**config.mk**
```make
export PLATFORM = sky130hd
export DESIGN_NAME = exibe_sequencia
export DESIGN_NICKNAME = d
export VERILOG_FILES = /design/src/rtl/exibe_sequencia_pkg.sv /design/src/rtl/exibe_sequencia_temporizador.sv /design/src/rtl/exibe_sequencia.sv
export SDC_FILE = /design/constraint.sdc
export NUM_CORES = 1
export LEC_CHECK = 0
export ABC_AREA = 1
export BUFFER_PORTS_ARGS = -buffer_cell sky130_fd_sc_hd__buf_4
export CAP_MARGIN = 0
export CELL_PAD_IN_SITES_DETAIL_PLACEMENT = 1
export CELL_PAD_IN_SITES_GLOBAL_PLACEMENT = 1
export CORE_MARGIN = 2
export CORE_UTILIZATION = 41
export DETAILED_ROUTE_END_ITERATION = 10
export PLACE_DENSITY = 0.75
export SYNTH_ARGS = -nofsm -noshare
export SYNTH_HDL_FRONTEND = slang
export SYNTH_HIERARCHICAL = 1
export SYNTH_SLANG_ARGS = --single-unit
```
**constraint.sdc**
```tcl
create_clock -name clock -period 2.9 [get_ports clock]
set_clock_uncertainty 0.05 [all_clocks]
set_input_delay 0.145 -clock clock [delete_from_list [all_inputs] [get_ports clock]]
set_output_delay 0.145 -clock clock [all_outputs]
set_load 0.005 [all_outputs]
```
**src/rtl/exibe_sequencia_pkg.sv**
```systemverilog
// Shared game definitions: playback FSM state codes, one-hot button codes, RGB colours.
// Latency: none (constants and pure functions only).
// Backpressure: not applicable.
package exibe_sequencia_pkg;

    // Playback FSM state codes
    localparam logic [2:0] EST_OCIOSO  = 3'd0;
    localparam logic [2:0] EST_CARREGA = 3'd1;
    localparam logic [2:0] EST_ACENDE  = 3'd2;
    localparam logic [2:0] EST_APAGA   = 3'd3;
    localparam logic [2:0] EST_PROXIMO = 3'd4;
    localparam logic [2:0] EST_FIM     = 3'd5;

    typedef enum logic [2:0] {
        OCIOSO  = EST_OCIOSO,
        CARREGA = EST_CARREGA,
        ACENDE  = EST_ACENDE,
        APAGA   = EST_APAGA,
        PROXIMO = EST_PROXIMO,
        FIM     = EST_FIM
    } estado_t;

    // One-hot button codes as stored in the game memory
    localparam logic [3:0] BOTAO_VERMELHO = 4'b0001;
    localparam logic [3:0] BOTAO_VERDE    = 4'b0010;
    localparam logic [3:0] BOTAO_AZUL     = 4'b0100;
    localparam logic [3:0] BOTAO_AMARELO  = 4'b1000;

    // RGB colours, also used by the datapath colour conversion
    localparam logic [2:0] COR_VERMELHO = 3'b100;
    localparam logic [2:0] COR_VERDE    = 3'b010;
    localparam logic [2:0] COR_AZUL     = 3'b001;
    localparam logic [2:0] COR_AMARELO  = 3'b110;
    localparam logic [2:0] COR_APAGADA  = 3'b000;

    // Button code to RGB colour; anything that is not a valid button is dark
    function automatic logic [2:0] cor_de_botao(input logic [3:0] botao);
        logic [2:0] cor;
        case (botao)
            BOTAO_VERMELHO: cor = COR_VERMELHO;
            BOTAO_VERDE:    cor = COR_VERDE;
            BOTAO_AZUL:     cor = COR_AZUL;
            BOTAO_AMARELO:  cor = COR_AMARELO;
            default:        cor = COR_APAGADA;
        endcase
        return cor;
    endfunction

    // True when the code is exactly one of the four buttons
    function automatic logic eh_botao_valido(input logic [3:0] botao);
        return (botao == BOTAO_VERMELHO) || (botao == BOTAO_VERDE) ||
               (botao == BOTAO_AZUL)     || (botao == BOTAO_AMARELO);
    endfunction

endpackage

```
**src/rtl/exibe_sequencia_temporizador.sv**
```systemverilog
// Phase timer for playback: counts cycles of the lit or dark phase and flags the last one.
// Latency: fim is combinational from the count; it is high during the final cycle of a phase.
// Backpressure: none; the FSM clears it on every phase change and enables it while timing.
module temporizador_exibicao #(
    parameter int NT               = 11,
    parameter int CONTAGEM_ACESO   = 2000,
    parameter int CONTAGEM_APAGADO = 1000
) (
    input  logic clock,
    input  logic reset,
    input  logic limpa,
    input  logic habilita,
    input  logic fase_apagada,
    output logic fim
);

    // Terminal values: a phase of N cycles ends when the count reaches N-1
    localparam logic [NT-1:0] ULTIMO_ACESO   = NT'(CONTAGEM_ACESO - 1);
    localparam logic [NT-1:0] ULTIMO_APAGADO = NT'(CONTAGEM_APAGADO - 1);

    logic [NT-1:0] contagem;

    // Cycle counter: clear has priority over counting
    always_ff @(posedge clock or posedge reset) begin
        if (reset) begin
            contagem <= '0;
        end else if (limpa) begin
            contagem <= '0;
        end else if (habilita) begin
            contagem <= contagem + NT'(1);
        end
    end

    assign fim = habilita &&
                 (contagem == (fase_apagada ? ULTIMO_APAGADO : ULTIMO_ACESO));

endmodule

```
**src/rtl/exibe_sequencia.sv**
```systemverilog
// Memory-game playback: shows mem[0..limite] on leds/rgb, each lit T_ACESO then dark T_APAGADO.
// Latency: first entry lit 2 cycles after iniciar; pronto after (limite+1)*(T_ACESO+T_APAGADO+2)+1.
// Backpressure: iniciar is ignored while busy; abortar drops to idle from any state, no pronto.
module exibe_sequencia
    import exibe_sequencia_pkg::*;
#(
    parameter int T_ACESO   = 2000,
    parameter int T_APAGADO = 1000,
    parameter int NT        = 11
) (
    input  logic       clock,
    input  logic       reset,
    input  logic       iniciar,
    input  logic       abortar,
    input  logic [3:0] limite,
    input  logic [3:0] dado,
    output logic [3:0] endereco,
    output logic [3:0] leds,
    output logic [2:0] rgb,
    output logic       ocupado,
    output logic       pronto,
    output logic       erro_codigo
);

    estado_t    estado;
    logic [3:0] limite_capturado;

    logic tmr_limpa;
    logic tmr_habilita;
    logic tmr_fase_apagada;
    logic tmr_fim;

    // The timer only runs in the two timed phases and restarts when the lit phase hands over to dark
    assign tmr_habilita     = (estado == ACENDE) || (estado == APAGA);
    assign tmr_fase_apagada = (estado == APAGA);
    assign tmr_limpa        = !tmr_habilita || ((estado == ACENDE) && tmr_fim);

    temporizador_exibicao #(
        .NT               (NT),
        .CONTAGEM_ACESO   (T_ACESO),
        .CONTAGEM_APAGADO (T_APAGADO)
    ) u_temporizador (
        .clock        (clock),
        .reset        (reset),
        .limpa        (tmr_limpa),
        .habilita     (tmr_habilita),
        .fase_apagada (tmr_fase_apagada),
        .fim          (tmr_fim)
    );

    // Playback FSM; outputs are loaded on the transition edges so they line up with the states
    always_ff @(posedge clock or posedge reset) begin
        if (reset) begin
            estado           <= OCIOSO;
            limite_capturado <= 4'd0;
            endereco         <= 4'd0;
            leds             <= 4'd0;
            rgb              <= COR_APAGADA;
            ocupado          <= 1'b0;
            pronto           <= 1'b0;
            erro_codigo      <= 1'b0;
        end else if (abortar) begin
            // Abort beats everything, including a simultaneous start; the address is kept
            estado  <= OCIOSO;
            leds    <= 4'd0;
            rgb     <= COR_APAGADA;
            ocupado <= 1'b0;
            pronto  <= 1'b0;
        end else begin
            case (estado)
                OCIOSO: begin
                    if (iniciar) begin
                        limite_capturado <= limite;
                        endereco         <= 4'd0;
                        erro_codigo      <= 1'b0;
                        ocupado          <= 1'b1;
                        estado           <= CARREGA;
                    end
                end
                CARREGA: begin
                    // dado for the current address is valid now; latch it for the whole lit phase
                    leds <= dado;
                    rgb  <= cor_de_botao(dado);
                    if (!eh_botao_valido(dado)) begin
                        erro_codigo <= 1'b1;
                    end
                    estado <= ACENDE;
                end
                ACENDE: begin
                    if (tmr_fim) begin
                        leds   <= 4'd0;
                        rgb    <= COR_APAGADA;
                        estado <= APAGA;
                    end
                end
                APAGA: begin
                    if (tmr_fim) begin
                        estado <= PROXIMO;
                    end
                end
                PROXIMO: begin
                    // Compare before incrementing so limite=15 never wraps the address
                    if (endereco == limite_capturado) begin
                        pronto <= 1'b1;
                        estado <= FIM;
                    end else begin
                        endereco <= endereco + 4'd1;
                        estado   <= CARREGA;
                    end
                end
                FIM: begin
                    pronto  <= 1'b0;
                    ocupado <= 1'b0;
                    estado  <= OCIOSO;
                end
                default: begin
                    estado <= OCIOSO;
                end
            endcase
        end
    end

endmodule
```
==> metrics list <==
* Setup repair after global routing missed its margin: false
* Share of synthesized registers carrying an async set or reset: 1.00
- Across the VDD grid, the largest voltage drop is 0.313 mV.
- Via-to-Cell Ratio: 4.89
- Summed over all layers, the routed wires come to 4290 um.
- Data arrives at the worst endpoint at 2.71 ns.
* Initial antenna violation count: 0
* Part of the total power dissipated in sequential elements: 0.405
- The share of the Yosys chip area taken by registers is 0.430.
* Worst-Margin Slew: 0.825 ns
- For met1 alone, demand over resource in global routing was 0.237.
* Slew HR: 0.449
- Critical R2R Launch: estado[2]$_DFFE_PP0P_
* Antenna-violating nets left: 0
- Critical Path Source Type: register
- The design draws 1450 uW.
- CP Cell Sequence: nor2_2 -> nand2_2 -> nand2_2 -> nand2_1 -> nor3b_1 -> o21ai_1 -> nor2_1 -> inv_1 -> o21ai_1 -> inv_1 -> nand2_4 -> nand2_2 -> nor2_4 -> nand2_1 -> nand2_1 -> inv_1 -> nor2_1
* Fmax achieved: 0.393 GHz
* Clock buffers created by TritonCTS: 5
- Summing every instance area after synthesis gives 1860 sq um.
* Clock net sink count: 32
* First-pass DRT Iterations: 4
* Endpoint of the worst hold path: leds[2]$_DFFE_PP0P_
* CP top delay family: simple AND/OR/NAND/NOR gates
* Master cell of the clock root buffer: sky130_fd_sc_hd__clkbuf_8
- The first global-routing pass estimated 7620 um of wire.
- WS Path Type: reg2reg
* Routed wire length per instance: 13.1 um
- Worst hold slack: 0.0605 ns
- Dominant combinational cell family by area after synthesis: simple AND/OR/NAND/NOR gates
- Number of top-level pins: 26
- The synthesized design contains 0 enable-type register cells.
* Total die area: 5100 sq um
* Worst path required time: 3.07 ns
- In the finished design, the share of the clock period the worst path needs comes to 0.878.
- Setup-failing EPs final: 0
- Overflow left after global routing: 0
- For this run, the total global-route usage over all layers was measured as 0.191.
- The H-tree was split into 2 levels.
- For this run, global-route usage on met3 was measured as 0.0380.
- The area growth from synthesis to layout is 18.1%.
* Latest clock arrival within the worst-skew pair: 0.28 ns
* Routing layer with the top usage in global route: met2
* Internal: 879 uW
* #FFs+latches synth: 32
* Kind of capture point of the worst setup path: register
* Count of nets after finishing: 290
- Port buffer count: 25
* R2r endpoint: u_temporizador/contagem[8]$_DFFE_PP0P_
- Maximum fanout along the worst path: 7
* Ys Warns: 6
* Count of different cell masters after synthesis: 27
* Result of the run: finished clean
- CTS clock-pin slew for the worst setup and hold paths: 0.07 ns
- In the final layout, the share of cells above drive strength 1 is 0.229.
- Of the total synthesized cell area, the portion taken by XOR and XNOR cells is 0.0235.
- Drt drc: 0
- Each instance of the synthesized netlist takes up on average 7.67 sq um.
- DPL Wire Length: 3330 um
- Share of cell area taken by muxes after synthesis: 0
- Switch share: 0.394
* Share of total power in the clock network: 0.222
* Final-layout setup total negative slack: 0 ns
* Predominant post-synthesis flop cell: sky130_fd_sc_hd__dfrtp_1
- Final critical path time including I/O delays and setup: 2.55 ns
* Post CTS Setup Buffer Count: 0
- The post-synthesis compound-gate area fraction was 0.0899.
- Counting both buffers and inverters, the worst setup path holds a total of 3.
- Initial DRC Count: 32
* Die Span X: 71.4 um
- Number of global-route vias before repair: 1684
* Number of max-slew violations in the final report: 0
- When the netlist entered floorplanning its net count stood at 258.
- CTS tree: yes
- Share of power burned in combinational logic: 0.372
* Buffer depth of the longest clock path: 2
- Of the total synthesized cell area, the portion taken by full adders, half adders and majority gates is 0.0201.
- Slowest stage cell, crit path: sky130_fd_sc_hd__dfrtp_1
- Synth Area in Simple Gates: 0.360
- R2r setup slk: 0.35 ns
- For this design the total switching power over the nets is 572 uW.
- Max-cap violations in this run came to 0.
- The routed layout has 1600 vias.
* Number of cells in the design after placement: 319
- Maximum number of pins on one net before global-route repair: 22
- For met2 alone, demand over resource in global routing was 0.322.
- Leaving out filler cells and counting taps, the final layout contains 327.
- For this configuration, the core starts out at a cell density of 0.428.
* Antenna Diode Count: 0
- Number of hold-slack violations in the final timing report: 0
- Chip Height: 71.4 um
- Number of cells on the worst reg-to-reg path: 17
* Worst hold start: dado[2]
- After floorplanning, the core was divided into 24 placement rows.
- Weighted congestion reported at the end of routability-driven placement: 0.768
* Syn Inst Count: 243
- The min-delay analysis places its worst path in the category in2reg.
- Area of combinational cells with multiple inputs: 921 sq um
- Leakage power total: 0.00110 uW
* Total power per unit cell area: 659 nW/um^2
- Critical path's largest stage delay: 0.48 ns
- The worst hold path was traced through 3 stages.
- The filler cells instantiated in the layout total 565.
- Footprint of the flip-flops and latches: 801 sq um
- Core Region: 4350 sq um
[worst max path at each step]
stage | start | endpoint | slack (ns) | cells past startpoint
finish | estado[2]$_DFFE_PP0P_ | u_temporizador/contagem[8]$_DFFE_PP0P_ | 0.35 | 17
global route | estado[2]$_DFFE_PP0P_ | u_temporizador/contagem[8]$_DFFE_PP0P_ | 0.04 | 17
CTS | estado[2]$_DFFE_PP0P_ | u_temporizador/contagem[8]$_DFFE_PP0P_ | 0.17 | 17
detailed placement | estado[2]$_DFFE_PP0P_ | u_temporizador/contagem[8]$_DFFE_PP0P_ | 0.18 | 17
global placement | estado[2]$_DFFE_PP0P_ | u_temporizador/contagem[8]$_DFFE_PP0P_ | 0.31 | 17
floorplan | estado[2]$_DFFE_PP0P_ | u_temporizador/contagem[8]$_DFFE_PP0P_ | 0.51 | 17
[state kept, by name, summed over array words and instances, names as in the netlist]
signal / count
erro_codigo: 1
pronto: 1
leds: 4
estado: 3
rgb: 3
ocupado: 1
u_temporizador/contagem: 11
limite_capturado: 4
endereco: 4
[synth_stat cells, types with 4 or more instances]
cell                      number  area, sq um
sky130_fd_sc_hd__dfrtp_1      32          801
sky130_fd_sc_hd__nand2_2       8         50.1
sky130_fd_sc_hd__nor2_1       30          113
sky130_fd_sc_hd__nor2_4        4         45.0
sky130_fd_sc_hd__nor2_2        7         43.8
sky130_fd_sc_hd__nand2_1      54          203
sky130_fd_sc_hd__nand3_1      21          105
sky130_fd_sc_hd__o21ai_0      12         60.1
sky130_fd_sc_hd__inv_1        33          124
sky130_fd_sc_hd__a21oi_1       9         45.0
sky130_fd_sc_hd__nand2_4       4         45.0
[final cells by class]
| class | instances | area share |
|---|---|---|
| flip-flops and latches | 32 | 0.364 |
| clock buffers | 6 | 0.0330 |
| multi-input cells | 174 | 0.418 |
| inverters | 35 | 0.0602 |
| clock inverters | 1 | 0.00227 |
| well taps | 52 | 0.0295 |
| repair buffers | 27 | 0.0932 |
[power by group through the flow]
stage	combinational (uW)	clock [uW]	sequential, uW
2_1_floorplan	386	0	583
3_3_place_gp	531	0	592
3_5_place_dp	546	0	595
4_1_cts	550	338	588
5_1_grt	614	359	598
6_report	540	322	588
[stage by stage]
step	cell area (sq um)	util	worst slack, ns
after floorplan	1860	-	0.514
after global placement	2110	0.486	0.313
after detailed placement	2110	0.486	0.180
after CTS	2200	0.506	0.170
after global routing	2200	0.506	0.0371
final	2200	0.506	0.353
[placed cells by master (no fill, tap or decap), drive strengths merged]
| master | count |
|---|---|
| a21oi | 9 |
| a31oi | 1 |
| buf | 26 |
| clkbuf | 6 |
| clkinv | 2 |
| dfrtp | 32 |
| dlygate4sd3 | 1 |
| ha | 3 |
| inv | 34 |
| nand2 | 66 |
| nand3 | 24 |
| nand4 | 2 |
| nor2 | 41 |
| nor3 | 2 |
| nor3b | 1 |
| o211ai | 1 |
| o21ai | 18 |
| o31ai | 1 |
| xnor2 | 3 |
| xor2 | 2 |
[layer usage]
layer  up-vias  wire length (um)
li1        828                 -
met1       744              2000
met2        21              2100
met3         7               112
met4         0                74
met5         -                 0
[cell families after synthesis]
kind of cell,after synthesis
AOI/OAI and AO/OA,30
and+or+nand+nor,136
xor gates and xnor gates,5
buffers and inverters,37
adders and majority gates,3
DFF,32
[worst min-delay path: stages]
cell	delay, ns
sky130_fd_sc_hd__buf_4	0.10
sky130_fd_sc_hd__nand2_1	0.05
sky130_fd_sc_hd__nand2_1	0.07
[repair_timing]
action | in CTS | in global routing
resized for setup | 0 | 1
hold buffers | 1 | 0
hold endpoints to repair | 11 | 0
endpoints found under the setup margin | 0 | 6
(Power assumes the default switching activity.)
